**src/rtl/clk_div_delta_acc.sv**
```systemverilog
// Accumulates modular per-sample deltas of the sampled divider count and hands the sum to a host over valid/ready.
// Optional min/max delta tracking is enabled by defining CLK_DIV_MINMAX_EN.
module clk_div_delta_acc #(
    parameter int SIZE    = 8,
    parameter int NSAMP_W = 8,
    localparam int DW     = SIZE - 1,
    localparam int ACC_W  = DW + NSAMP_W
) (
    input  logic               clk_sample,
    input  logic               rst,
    input  logic [SIZE-1:0]    counter_in,
    input  logic               start,
    input  logic [NSAMP_W-1:0] n_samples,
    output logic               busy,
    output logic               res_valid,
    input  logic               res_ready,
    output logic [ACC_W-1:0]   res_sum,
    output logic [DW-1:0]      res_min,
    output logic [DW-1:0]      res_max
);

    typedef enum logic [1:0] {
        IDLE  = 2'd0,
        PRIME = 2'd1,
        RUN   = 2'd2,
        DONE  = 2'd3
    } state_t;

    state_t               state_reg;
    state_t               state_next;
    logic [NSAMP_W-1:0]   n_reg;
    logic [NSAMP_W-1:0]   count_reg;
    logic [DW-1:0]        prev_reg;
    logic [ACC_W-1:0]     sum_reg;
    logic                 res_valid_reg;
    logic [DW-1:0]        v;
    logic [DW-1:0]        delta;
    logic                 last_sample;
    logic                 handshake;
    logic                 unused_bit0;

    // Bit 0 is never driven by the upstream ripple divider.
    assign v           = counter_in[SIZE-1:1];
    assign unused_bit0 = counter_in[0];
    assign delta       = v - prev_reg;
    assign last_sample = (count_reg + NSAMP_W'(1)) == n_reg;
    assign handshake   = res_valid_reg && res_ready;

    always_ff @(posedge clk_sample or posedge rst) begin
        if (rst) begin
            state_reg <= IDLE;
        end else begin
            state_reg <= state_next;
        end
    end

    always_comb begin
        state_next = state_reg;
        case (state_reg)
            IDLE:    if (start) state_next = PRIME;
            PRIME:   state_next = RUN;
            RUN:     if (last_sample) state_next = DONE;
            DONE:    if (handshake) state_next = IDLE;
            default: state_next = IDLE;
        endcase
    end

    // The sum is final on DONE entry; valid rises one edge later and drops after the transfer.
    always_ff @(posedge clk_sample or posedge rst) begin
        if (rst) begin
            n_reg         <= '0;
            count_reg     <= '0;
            prev_reg      <= '0;
            sum_reg       <= '0;
            res_valid_reg <= 1'b0;
        end else begin
            res_valid_reg <= 1'b0;
            case (state_reg)
                IDLE: begin
                    if (start) begin
                        n_reg     <= (n_samples == '0) ? NSAMP_W'(1) : n_samples;
                        count_reg <= '0;
                        sum_reg   <= '0;
                    end
                end
                PRIME: prev_reg <= v;
                RUN: begin
                    sum_reg   <= sum_reg + ACC_W'(delta);
                    prev_reg  <= v;
                    count_reg <= count_reg + NSAMP_W'(1);
                end
                DONE: res_valid_reg <= !handshake;
                default: ;
            endcase
        end
    end

`ifdef CLK_DIV_MINMAX_EN
    logic [DW-1:0] min_reg;
    logic [DW-1:0] max_reg;

    always_ff @(posedge clk_sample or posedge rst) begin
        if (rst) begin
            min_reg <= '0;
            max_reg <= '0;
        end else if (state_reg == IDLE && start) begin
            min_reg <= '1;
            max_reg <= '0;
        end else if (state_reg == RUN) begin
            if (delta < min_reg) min_reg <= delta;
            if (delta > max_reg) max_reg <= delta;
        end
    end

    assign res_min = min_reg;
    assign res_max = max_reg;
`else
    assign res_min = '0;
    assign res_max = '0;
`endif

    assign busy      = (state_reg != IDLE);
    assign res_valid = res_valid_reg;
    assign res_sum   = sum_reg;

endmodule

```
**config.mk**
```make
export PLATFORM = sky130hd
export DESIGN_NAME = clk_div_delta_acc
export DESIGN_NICKNAME = d
export VERILOG_FILES = /design/src/rtl/clk_div_delta_acc.sv
export SDC_FILE = /design/constraint.sdc
export NUM_CORES = 1
export LEC_CHECK = 0
export CAP_MARGIN = 20
export CORE_ASPECT_RATIO = 0.7
export CORE_MARGIN = 2
export CORE_UTILIZATION = 47
export DETAILED_ROUTE_END_ITERATION = 8
export PLACE_DENSITY_LB_ADDON = 0.3
export SKIP_LAST_GASP = 1
export SLEW_MARGIN = 20
export SYNTH_ARGS = -nofsm -noshare
export SYNTH_HDL_FRONTEND = slang
export SYNTH_SLANG_ARGS = --single-unit
```
**constraint.sdc**
```tcl
create_clock -name clk_sample -period 2.8 [get_ports clk_sample]
set_input_delay 0.28 -clock clk_sample [delete_from_list [all_inputs] [get_ports clk_sample]]
set_output_delay 0.28 -clock clk_sample [all_outputs]
set_load 0.05 [all_outputs]
```
# Word-level counts from Yosys, hierarchy flattened
# Index checks and enable logic that the tools add are counted.
# Widths: inputs -> output; s select.
# classes
addsub	3
n_eq_ne	7
mux	10
n_reduce_logical	10
# op_table
operator	count
$pmux 15 s2	1
$mux 8	2
$pmux 8 s2	1
$add 15x7->15	1
$mux 15	1
$add 8x1->8 const B	1
$eq 8x8->1	1
$logic_not 8->1	1
$pmux 2 s4	1
$sub 7x7->7	1
$mux 2	3
$ne 2x2->1 const B	3
$eq 2x2->1 const B	2
$reduce_and 2->1	2
$reduce_bool 2->1	2
$reduce_and 3->1	1
$eq 2x1->1 const B	1
$logic_not 2->1	1
$reduce_or 2->1	1
$logic_and 1x1->1	1
$logic_not 1->1	1
$mux 1	1
# word_totals
reg_bits	41
input_bits	20
output_inout_bits	31
elab_cells	36

# Longest topological paths before layout
# Gate-level depths: netlist (run 1).
# depth
ltp_word	4
ltp_mapped	15
mapped_depth_nobuf	15

# Worst setup path after synthesis (run 1)
# Ideal clock, no wire load.
# synth_timing
path_kind	reg2reg
start	register prev_reg[0]
end	register sum_reg[14] (netlist: res_sum[14])
setup_time_ps	135
arrival_time_ps	2691
required_ps	2665
slack_ps	-25
stages_incl_launch_ff	15
path_buffers	0
synth_period_minus_slack_ps	2825
cell_sequence	dfrtp_1 ha_1 inv_1 fa_1 a21o_1 a21oi_1 o21bai_1 a21oi_1 xnor2_1 ha_1 o21ai_0 a211oi_1 o2111ai_1 xor2_1 nor2_1
# synth_between
elab_chain_cells	3
# synth_rtl
item	line	text
start: declaration	33	logic [DW-1:0] prev_reg;
start signal: assignment	86	PRIME: prev_reg <= v;
start signal: assignment	89	prev_reg <= v;
$sub 7x7->7	45	assign delta = v - prev_reg;
$add 15x7->15	88	sum_reg <= sum_reg + ACC_W'(delta);
$pmux 15 s2	78	case (state_reg)
end signal: assignment	88	
end: declaration	34	logic [ACC_W-1:0] sum_reg;
# Every way passes these cells.
# A chain may end at the register's enable or synchronous reset.

# Final worst setup path (run 1)
# layout_timing
start	register prev_reg[1]
end	register sum_reg[14] (netlist: res_sum[14])
# Same word-level chain as after synthesis.

==> impl_metrics.tcl, run 1 <==
set metrics [dict create \
    largest_register_ffs 15 \
    synth_top_area_frac 0.388 \
    synth.most_common_cell "dfrtp_1" \
    final.period_utilization 1.03 \
    slew_violations 0 \
    die_w_um 93.6 \
    async_flop_share 1.00 \
    synth_edf_count 0 \
    path_clk_slew_ns 0.08 \
    worstHoldEndpoint "prev_reg[0]$_DFFE_PP0P_" \
    drv_cap 0 \
    slew_headroom 0.641 \
    crit_path_end_kind "register" \
    via_per_inst 5.19 \
    arrival_ns 3.06 \
    power.density_mw_per_mm2 1430 \
    place_area_mm2 0.00316 \
    timing.rr.start "prev_reg[1]$_DFFE_PP0P_" \
    ys_warn_count 0 \
    hold_path_startpoint "counter_in[1]" \
    n_antenna_cell 0 \
    r2r-end "res_sum[14]$_DFFE_PP0P_" \
    violations "negative setup slack" \
    rsz0062_at_grt "true" \
    ys_seq_area_frac 0.388 \
    io_buffers 35 \
    netlist_top_cells_area "dfrtp_1 (39%), ha_1 (9.0%), o21ai_0 (5.7%)" \
    synth-seq-cells 41 \
    gr-usage-met1 0.313 \
    ctsLongestPathBuffers 2 \
    start_kind "register" \
    syn2layout_area_growth_pct 30.1 \
    initial_core_util 0.495 \
    synth_cell_types 47 \
    std_cell_rows 22 \
    root_buffer "clkbuf_8" \
    antenna_found_initial 0 \
    synth_ff_type "dfrtp_1" \
    skew_ns 0.00814 \
    fin_nets 383 \
    hold_viol 0 \
    status "finished, violations left" \
    grt_pass1_wl_mm 10.2 \
    syn_area_mm2 0.00264 \
    coreArea_mm2 0.00534 \
    fin_area_mm2 0.00344 \
    h-tree-depth 2 \
    r2r_cells 13 \
    grt_util_all_layers 0.214 \
    critical_path_class "register to register" \
    die-area_mm2 0.00625 \
    finish.utilization 0.644 \
    synth_commonest_cells "dfrtp_1 (41), o21ai_0 (30), nand2_1 (29)" \
    totalWireLength_mm 6.03 \
    final_cells 415 \
    vias 2153 \
    use_met3 0.0385 \
    die_h_um 66.8 \
    hold_depth 2 \
    cts_inserted_buffers 5 \
    ant_nets 0 \
    dp.cells 401 \
    drive_above_1_share 0.198 \
    gr-total-overflow 0 \
    leakage_nw 1.55 \
    syn_inst 280 \
    ios 51 \
    wl_per_cell_um 14.5 \
    yosys.area.top_type "dfrtp_1" \
    busiest_layer "met2" \
    drc_errors 0 \
    holdCritPathClass "input port to register" \
    min_period_ns 2.89 \
    fmax_mhz 346 \
    grtUsageMet2 0.321 \
    gp_congestion 0.830 \
    avgSynthCellArea_um2 9.44 \
    ff2ff_setup_slack_ns -0.09 \
    irDropWorstVdd_mv 0.559 \
    worstPathRequired_ns 2.97 \
    cts.sinks 41 \
    drt-pass1-iter-count 4 \
    place_ws_ns -0.729 \
    hpwlAfterDp_mm 4.20 \
    grt_pass1_vias 2162 \
    grt_start_max_net_pins 42 \
    finalSetupViolCount 8 \
    cts_tree "done" \
    path_max_fanout 4 \
    clkLatencyLatePin_ns 0.31 \
    worst_pin_slew_ns 0.538 \
    first_iter_violations 81 \
    fin_ws_ns -0.0914 \
]
==> how the worst max path moves through the flow <==
stage | cells past startpoint | to | from | slack (ns)
final | 13 | res_sum[14]$_DFFE_PP0P_ | prev_reg[1]$_DFFE_PP0P_ | -0.09
after CTS | 14 | res_sum[14]$_DFFE_PP0P_ | prev_reg[0]$_DFFE_PP0P_ | -0.08
after global routing | 13 | res_sum[14]$_DFFE_PP0P_ | prev_reg[1]$_DFFE_PP0P_ | -0.28
after detailed placement | 16 | res_sum[14]$_DFFE_PP0P_ | counter_in[1] | -0.73
after floorplan | 14 | res_sum[14]$_DFFE_PP0P_ | prev_reg[0]$_DFFE_PP0P_ | 0.05
after global placement | 16 | res_sum[14]$_DFFE_PP0P_ | counter_in[1] | -0.60
==> critical path: stages (launching register included) <==
cell and delay [ns]:
dfrtp_1 0.37, inv_1 0.11, ha_1 0.24, a21o_1 0.17, a21o_1 0.19, a21o_1 0.19
a21oi_2 0.16, xnor2_1 0.11, ha_2 0.39, o21ai_4 0.09, a211oi_4 0.33, o2111ai_2 0.18
xor2_1 0.16, nor2_1 0.05
==> cell usage in the layout (no fill, tap or decap), types with 2 or more instances in the layout <==
master and n:
a31oi_1 3, clkbuf_8 7, o21ai_2 2, dlygate4sd2_1 2, dfrtp_1 41, a21oi_2 3, xnor2_2 2, nand4_1 3
ha_2 3, o21ai_1 5, xor2_1 14, a22o_1 2, conb_1 14, xnor2_1 10, ha_4 2, ha_1 14
a21o_1 6, nor2b_1 4, inv_1 19, o21ai_0 24, nor2_1 15, clkdlybuf4s50_1 33, a21oi_1 7, nand3_1 7
or3_1 2, o31ai_1 2, nand2_1 29, o21a_1 2, buf_4 27, mux2_2 9
==> power breakdown <==
group          internal (W)  leakage [nW]  switching [W]
sequential         0.000817         0.524       0.000198
clock              0.000223        0.0542       0.000220
combinational       0.00161         0.972        0.00185
total               0.00265          1.55        0.00227
==> area by class of cell <==
type | instances | area, um2
multi-input cells | 212 | 1600
flip-flops and latches | 41 | 1030
clock inverters | 1 | 5.00
repair buffers | 62 | 551
fillers | 445 | 1900
inverters | 20 | 75.1
well taps | 72 | 90.1
clock buffers | 7 | 96.3
==> metrics by stage <==
stage	total power, W	hold WS (ns)	setup TNS (ns)
3_5_place_dp	0.00384	0.496	-6.15
5_1_grt	0.00531	0.364	-1.92
6_report	0.00491	0.356	-0.364
4_1_cts	0.00470	0.354	-0.362
2_1_floorplan	0.00291	0.401	0
3_3_place_gp	0.00375	0.489	-5.09
==> routing by layer <==
metal / vias up / share of wire
met5: - / 0
met4: 0 / 0.014
met3: 8 / 0.051
met2: 55 / 0.43
met1: 1024 / 0.50
li1: 1066 / -
==> logic make-up (layout without fill, tap and decap cells) <==
group / after synthesis / after routing / share of synthesized area
AO/OA/AOI/OAI: 70 / 70 / 0.166
XOR/XNOR: 26 / 26 / 0.0861
adder cells (fa/ha/maj): 21 / 21 / 0.105
buffers and inverters: 40 / 90 / 0.0781
flip-flops: 41 / 41 / 0.388
multiplexers: 10 / 10 / 0.0435
other: 1 / 14 / 0.00142
AND/OR/NAND/NOR: 71 / 71 / 0.132
==> timing repair <==
item                                    in CTS  in global routing
hold buffers                                 0                  0
buffers inserted                             6                  1
resized for setup                           21                 11
endpoints found under the setup margin       9                 10
pin swaps                                   21                 17
cloned                                       0                  0
(Power assumes the default switching activity.)
==> inputs of run 2 (changes only) <==
- CORE_MARGIN: 2 -> 1.5
- PLACE_DENSITY: not set -> 0.8
- PLACE_DENSITY_LB_ADDON: 0.3 -> not set
==> run 2 against run 1 <==
Against the previous run:
- the run still ends with negative setup slack left
- flip-flop and latch count did not move
- clock skew fell by 0.0032 ns
- critical path depth rose by 1
- final area fell by 1.2%
- largest cell class unchanged
- critical path type unchanged
- non-clock buffer count fell by 6
- first-iteration DRC count rose by 38%
- combinational power barely moved
- power fell by 1.0%
- final cell count fell by 1.4%
==> impl_metrics.tcl, run 2 (synthesis results as in run 1) <==
set metrics [dict create \
    hold_path_startpoint "counter_in[1]" \
    ant_nets 0 \
    holdBufCountCts 0 \
    crit_path_top_delay_cell "dfrtp_1" \
    nFillCells 425 \
    via_per_inst 5.34 \
    slew_violations 0 \
    gr-total-overflow 0 \
    n_antenna_cell 0 \
    die_h_um 65.8 \
    crit_path_end_kind "register" \
    grt_start_max_net_pins 42 \
    irDropWorstVdd_mv 0.673 \
    rsz0062_at_grt "true" \
    place_ws_ns -0.695 \
    root_buffer "clkbuf_8" \
    first_iter_violations 112 \
    cts_tree "done" \
    grt_util_all_layers 0.214 \
    holdCritPathClass "input port to register" \
    initial_core_util 0.495 \
    leakage_nw 1.51 \
    drv_cap 0 \
    crit_path_max_incr_delay_ns 0.36 \
    grt_pass1_vias 2175 \
    grt_pass1_wl_mm 10.0 \
    critical_path_class "register to register" \
    h-tree-depth 2 \
    finish.utilization 0.636 \
    p_sw_w 0.00232 \
    min_period_ns 2.81 \
    die-area_mm2 0.00609 \
    final_common_cell "dfrtp_1" \
    final.period_utilization 1.00 \
    io_buffers 35 \
    drc_errors 0 \
    syn2layout_area_growth_pct 28.5 \
    drive_above_1_share 0.187 \
    crit_family "compound AO/OA/AOI/OAI gates" \
    clkLatencyLatePin_ns 0.30 \
    path_clk_slew_ns 0.08 \
    die_w_um 92.6 \
    hold_viol 0 \
    violations "negative setup slack" \
    fin_ws_ns -0.0137 \
    coreArea_mm2 0.00534 \
    std_cell_rows 22 \
    hold_depth 2 \
    slew_headroom 0.437 \
    finalSetupViolCount 3 \
    seqCellArea_mm2 0.00103 \
    path_max_fanout 4 \
    arrival_ns 2.98 \
    cp_cell_sequence "ha_2 -> inv_2 -> fa_2 -> a21o_1 -> a21oi_2 -> o21bai_1 -> a21oi_1 -> xnor2_1 -> ha_1 -> o21ai_2 -> o21bai_2 -> o211ai_1 -> xor2_1 -> nor2_1" \
    skew_ns 0.00495 \
    path_buf_inv 1 \
    multi_input_area_mm2 0.00161 \
    power.density_mw_per_mm2 1430 \
    p_comb_frac 0.712 \
    p_total_w 0.00486 \
    wl_per_cell_um 14.8 \
    worst_pin_slew_ns 0.844 \
    final_cell_mix "dfrtp_1 (41), clkdlybuf4s50_1 (33), nand2_1 (28)" \
    drt-pass1-iter-count 4 \
    vias 2185 \
    ios 51 \
    status "finished, violations left" \
    worstPathRequired_ns 2.97 \
    ctsLongestPathBuffers 2 \
    crit_start "prev_reg[0]$_DFFE_PP0P_" \
    fin_nets 377 \
    cts_inserted_buffers 5 \
    seqPwrFrac 0.208 \
    hpwlAfterDp_mm 4.29 \
    cts.sinks 41 \
    fmax_mhz 355 \
    totalWireLength_mm 6.07 \
    timing.rr.start "prev_reg[0]$_DFFE_PP0P_" \
    start_kind "register" \
    p_clk_frac 0.079 \
    gp_congestion 0.833 \
    largest_register_ffs 15 \
    cp.depth 14 \
    r2r_cells 14 \
    antenna_found_initial 0 \
    switching_share 0.476 \
    cell_internal_pwr_w 0.00255 \
]
==> run 2: cell count changes in the layout (fill, tap and decap cells not counted), sizes merged <==
cell and delta:
buf -6, clkbuf +1, clkinv -1
==> run 2: path summary, 6_finish.rpt <==
check	end	slack, ns
setup / recovery	res_sum[10]$_DFFE_PP0P_	-0.01
hold / removal	prev_reg[0]$_DFFE_PP0P_	0.37
setup reg to reg	res_sum[10]$_DFFE_PP0P_	-0.01
hold reg to reg	n_reg[0]$_DFFE_PP0P_	0.50
max in group asynchronous	count_reg[2]$_DFFE_PP0P_	2.01
min in group asynchronous	prev_reg[0]$_DFFE_PP0P_	0.41
==> run 2: power groups by stage <==
stage | Clock (W) | Sequential [W] | Combinational (W)
2_1_floorplan | 0 | 0.00119 | 0.00172
3_3_place_gp | 0 | 0.00100 | 0.00271
3_5_place_dp | 0 | 0.00101 | 0.00282
4_1_cts | 0.000393 | 0.00100 | 0.00312
5_1_grt | 0.000420 | 0.00104 | 0.00376
6_report | 0.000386 | 0.00101 | 0.00347
==> run 2: cell type report <==
type / instances / share of cell area
clock buffer: 8 / 0.0236
multi-input combinational: 212 / 0.474
inverter: 20 / 0.0221
tap: 72 / 0.0265
timing repair buffer: 56 / 0.152
sequential: 41 / 0.302
==> run 2: per-layer routing <==
metal,track usage,vias up,share of wire
li1,-,1053,-
met1,0.299,1067,0.49
met2,0.327,60,0.45
met3,0.0451,5,0.050
met4,0.0814,0,0.010
met5,0,-,0
==> run 2: through the flow <==
step,instances,instance area (um2),TNS [ns],hold WS (ns)
2_1_floorplan,293,2700,0,0.401
3_3_place_gp,400,3160,-4.84,0.487
3_5_place_dp,400,3160,-5.73,0.495
4_1_cts,409,3320,-0.281,0.367
5_1_grt,409,3400,-1.19,0.396
6_report,409,3400,-0.0323,0.371
==> run 2: repair_timing <==
item,CTS,global route
pin swaps,19,21
setup buffers,1,0
resized for setup,26,12
endpoints found under the setup margin,9,9
